**config.mk**
```make
export PLATFORM = sky130hd
export DESIGN_NAME = ysyx_22050598_reg_scoreboard
export DESIGN_NICKNAME = d
export VERILOG_FILES = /design/src/rtl/ysyx_22050598_reg_scoreboard.sv
export SDC_FILE = /design/constraint.sdc
export NUM_CORES = 1
export LEC_CHECK = 0
export ABC_AREA = 1
export CAP_MARGIN = 20
export CORE_ASPECT_RATIO = 1.75
export CORE_MARGIN = 4
export CORE_UTILIZATION = 59
export CTS_BUF_LIST = sky130_fd_sc_hd__clkbuf_8
export CTS_CLUSTER_DIAMETER = 150
export DETAILED_ROUTE_END_ITERATION = 8
export PLACE_DENSITY = 0.91
export SETUP_SLACK_MARGIN = 0.2
export SLEW_MARGIN = 30
export SYNTH_ARGS = -nofsm -noshare
export SYNTH_HDL_FRONTEND = slang
export SYNTH_SLANG_ARGS = --single-unit
```
**constraint.sdc**
```tcl
create_clock -name clk -period 6.42 [get_ports clk]
set_clock_uncertainty 0.05 [all_clocks]
set_input_delay 1.284 -clock clk [delete_from_list [all_inputs] [get_ports clk]]
set_output_delay 1.284 -clock clk [all_outputs]
set_load 0.01 [all_outputs]
```
**src/rtl/ysyx_22050598_reg_scoreboard.sv**
```systemverilog
// Register-file scoreboard between decode/register-read and writeback.
// Tracks outstanding writes per architectural register (x1..x31) and
// holds off issue on read-after-write and pending-write-counter overflow.
//
// Ports:
//   clk, rst         : clock (rising edge), synchronous active-high reset
//   id_valid         : decode presents an instruction
//   id_ready         : instruction may issue (issue = id_valid && id_ready)
//   ren              : instruction reads raddr1/raddr2
//   raddr1, raddr2   : source registers
//   rd_wen, rd_addr  : instruction writes rd_addr
//   wb_valid, wb_addr: a writeback completes this cycle
//   flush            : drop all in-flight writes
//   busy             : registered OR of all pending counters
//   wb_err           : sticky, writeback hit a register with nothing pending
//   stall_cnt        : saturating count of id_valid && !id_ready cycles
module ysyx_22050598_reg_scoreboard #(
  parameter int NR_REGS = 32,
  parameter int CNT_W   = 2,
  parameter int PERF_W  = 32
) (
  input  logic              clk,
  input  logic              rst,
  input  logic              id_valid,
  output logic              id_ready,
  input  logic              ren,
  input  logic [4:0]        raddr1,
  input  logic [4:0]        raddr2,
  input  logic              rd_wen,
  input  logic [4:0]        rd_addr,
  input  logic              wb_valid,
  input  logic [4:0]        wb_addr,
  input  logic              flush,
  output logic              busy,
  output logic              wb_err,
  output logic [PERF_W-1:0] stall_cnt
);

  localparam logic [CNT_W-1:0] CNT_MAX = '1;

  logic [CNT_W-1:0] cnt     [NR_REGS];
  logic [CNT_W-1:0] cnt_nxt [NR_REGS];
  logic [CNT_W-1:0] eff     [NR_REGS];
  logic [NR_REGS-1:0] wb_hit;

  logic raw_hazard;
  logic waw_hazard;
  logic fire;
  logic inc;
  logic any_pending;
  logic wb_orphan;

  // Writeback bypass: a write retiring this cycle no longer blocks readers
  // or the overflow check. x0 is always seen as count 0.
  always_comb begin
    for (int unsigned r = 0; r < NR_REGS; r++) begin
      wb_hit[r] = 1'b0;
      eff[r]    = '0;
      if (r != 0) begin
        wb_hit[r] = wb_valid && (32'(wb_addr) == r) && (cnt[r] != '0);
        eff[r]    = cnt[r] - CNT_W'(wb_hit[r]);
      end
    end
  end

  always_comb begin
    raw_hazard = ren && ((eff[raddr1] != '0) || (eff[raddr2] != '0));
    waw_hazard = rd_wen && (rd_addr != 5'd0) && (eff[rd_addr] == CNT_MAX);
    id_ready   = !flush && !raw_hazard && !waw_hazard;
    fire       = id_valid && id_ready;
    wb_orphan  = wb_valid && (wb_addr != 5'd0) && (cnt[wb_addr] == '0);
  end

  // Simultaneous issue and retirement on the same register cancel out.
  always_comb begin
    any_pending = 1'b0;
    inc         = 1'b0;
    for (int unsigned r = 0; r < NR_REGS; r++) begin
      cnt_nxt[r] = '0;
      inc        = 1'b0;
      if (r != 0 && !flush) begin
        inc = fire && rd_wen && (32'(rd_addr) == r);
        case ({inc, wb_hit[r]})
          2'b10:   cnt_nxt[r] = cnt[r] + 1'b1;
          2'b01:   cnt_nxt[r] = cnt[r] - 1'b1;
          default: cnt_nxt[r] = cnt[r];
        endcase
      end
      any_pending = any_pending | (cnt_nxt[r] != '0);
    end
  end

  always_ff @(posedge clk) begin
    if (rst) begin
      for (int unsigned r = 0; r < NR_REGS; r++) begin
        cnt[r] <= '0;
      end
      busy      <= 1'b0;
      wb_err    <= 1'b0;
      stall_cnt <= '0;
    end else begin
      for (int unsigned r = 0; r < NR_REGS; r++) begin
        cnt[r] <= cnt_nxt[r];
      end
      busy <= any_pending;
      if (wb_orphan) begin
        wb_err <= 1'b1;
      end
      if (id_valid && !id_ready && (stall_cnt != '1)) begin
        stall_cnt <= stall_cnt + PERF_W'(1);
      end
    end
  end

endmodule

```
==> metrics.txt <==
Max Cap Viol=0; WHS Path Cells=2; post-synthesis simple-gate area fraction=roughly a third; count of flip-flops with a built-in enable after synthesis=0; post-synthesis cell count=1263; total grt overflow=0; Root Driver=clkbuf_8; reg2reg path depth=28; Setup CP Type=input pin to register; status=finished, final reports clean; DP Area=9920 sq um; Final Cell Area=10300 sq um; cell area after synthesis=8160 sq um; layout cell share with drive strength beyond 1=around 16%; CTS tree=yes; Multi-input gate area=roughly 5600 sq um; f_max=166 MHz; Hold Slack=0.442 ns; Top FF cell, synth=dfxtp_1; most common cell after layout, fill and taps aside=nand2_1; Pre-antenna DRT Iters=8; Final Critical Period=between 6 and 7 ns; # clock sinks=96; met2 WL=17.6 mm; Top delay family on crit path=simple AND/OR/NAND/NOR gates; CORE AREA=roughly 13000 sq um; Syn Nets=1351; via count of the first global-routing pass=10100; Setup Viol. Count Final=0; GRT Resource Usage Total=44.6%; FF-to-FF Start=cnt[25][1]; Starting Density=between 60% and 70%; CTS buffer count=9; initial antenna violation count=0; Post-synth ARST share=0%; top sig layer=met4; largest net degree at the start of global routing=33; hold_buf cts=0; post-synthesis compound-gate area fraction=19.3%; Top cell by count, worst path=nand2_1; Wirelength per Cell=21.8 um; Worst slew margin=39.1%; Clock Path Buffers=2; setup tns final=0 ns; DR vias=9996; Layout area overhead=25.7%; leak pwr=4.30 nW; Tot Pwr=1.28 mW; Antenna Nets Post-Route=0; Hold Crit Start=stall_cnt[31]; Power Density=125 nW/um^2; Cell Rows=56; Crit-path slowest cell=clkdlybuf4s50_1; Total Wirelength=35.4 mm; Post-Synth XOR/XNOR Area=6.87%; Mean Syn Cell Area=6.46 sq um; First DRT Iteration DRCs=971; CTS clock-pin slew for the worst setup and hold paths=0.11 ns; hold path endpoint=stall_cnt[31]; Max stage delay on crit path=0.51 ns; VDD IR max=0.109 mV; startpoint types=input pin; worst min path class=register to register; GPL Wtd Cong=1.10; H-tree levels=3; DR WL met3=2.45 mm; final hold violations=0; die area=15900 sq um; main combinational cell family by area after synthesis=simple AND/OR/NAND/NOR gates; mux cell area share after synthesis=0%; hpwl dp=between 20 and 30 mm; WP buf/inv=8; max-slew violations=0; global-route wire length before repair=54.0 mm; CP max FO=10; r2r setup slk=1.61 ns; clock latency on the worst-skew pair=0.40 ns; Seq. cell area=1920 sq um; CP endpoint kind=register; post-synthesis adder-cell area fraction=a little under a tenth; RSZ-0062 raised after global routing=no; # DRC=0; Die Y=164 um; Netlist cell types=50; Fill cells=1072; n_diodes=0; IO Port Bufs=61; Die W=96.9 um; worst slew pin tran=just over 0.9 ns; final worst-path cycle share=94.1%; Seq/Total Area, Yosys=23.6%; Worst Path Required=around 6.7 ns; Metal-1 WL=11.2 mm; Ys Warns=0; Vias/cell=about 6.1; commonest non-fill, non-tap cells in the layout=nand2_1 (230), nor2_1 (143), inv_1 (142); fin nets=around 1500; Ports=62; RR Endpoint=busy; Critical Path AT=6.27 ns; Seq cells post-synth=between 90 and 100
-- layout make-up --
type	instances	area share (%)
clock buffer	9	1.21
clock inverter	7	0.915
inverter	161	5.98
multi-input combinational	978	54.4
sequential	96	18.7
tap	174	2.12
timing repair buffer	201	16.7
-- synthesized netlist by cell type, drive strengths merged (18+ instances only) --
| library cell | instances | area share, % |
|---|---|---|
| nor2 | 162 | 8.4 |
| inv | 158 | 7.3 |
| dfxtp | 96 | 24 |
| a21oi | 106 | 6.7 |
| nand2 | 255 | 13 |
| xor2 | 32 | 3.4 |
| o21ai | 138 | 8.5 |
| ha | 61 | 9.4 |
| nand3 | 70 | 4.4 |
| xnor2 | 32 | 3.4 |
| nand4 | 34 | 2.6 |
| nor3 | 18 | 1.1 |
-- metrics by stage --
step	util, %	instances	setup WS, ns
after global placement	73.7	1609	0.0799
after floorplan	-	1263	1.34
after CTS	75.4	1625	0.415
after global routing	76.2	1626	0.160
final	76.2	1626	0.380
after detailed placement	73.7	1609	-0.00734
-- routing by layer --
metal  track usage [%]  vias up
met1              42.9     4531
met4              44.1        0
li1                  -     4610
met3              6.37      252
met2              79.4      603
met5                 0        -
-- repair_timing --
item / CTS / global route
gates resized for setup: 0 / 37
endpoints found under the setup margin: 0 / 2
buffers inserted: 0 / 1
-- power breakdown --
group,switching (mW),leakage [nW],internal [mW],total (mW)
registers,0.00256,0.774,0.598,0.600
logic,0.145,3.42,0.0735,0.219
clock network,0.272,0.107,0.192,0.464
total,0.420,4.30,0.863,1.28
-- cells by family after synthesis --
kind of cell / after synthesis
compound gates: 289
flops: 96
fa+ha+maj: 61
xor+xnor: 64
buf+inv: 189
simple gates: 564
-- flip-flops by register name (all words and copies together) (netlist names) --
register / flops
cnt: 62
stall_cnt: 32
busy: 1
wb_err: 1
-- tightest hold or removal path, cell delays in order (launching register included) --
cell,delay [ns]
dfxtp_1,0.34
nand2_1,0.06
a21oi_1,0.05
-- worst max-delay path by stage --
stage | endpoint | from | slack, ns | depth (start not counted)
2_1_floorplan | busy | wb_valid | 1.34 | 32
6_report | busy | wb_addr[0] | 0.38 | 35
3_5_place_dp | busy | wb_addr[3] | -0.007 | 35
3_3_place_gp | busy | wb_addr[3] | 0.08 | 35
5_1_grt | busy | wb_addr[2] | 0.16 | 36
4_1_cts | busy | wb_addr[3] | 0.42 | 35
Note: power is estimated with default switching activity, not from simulation.
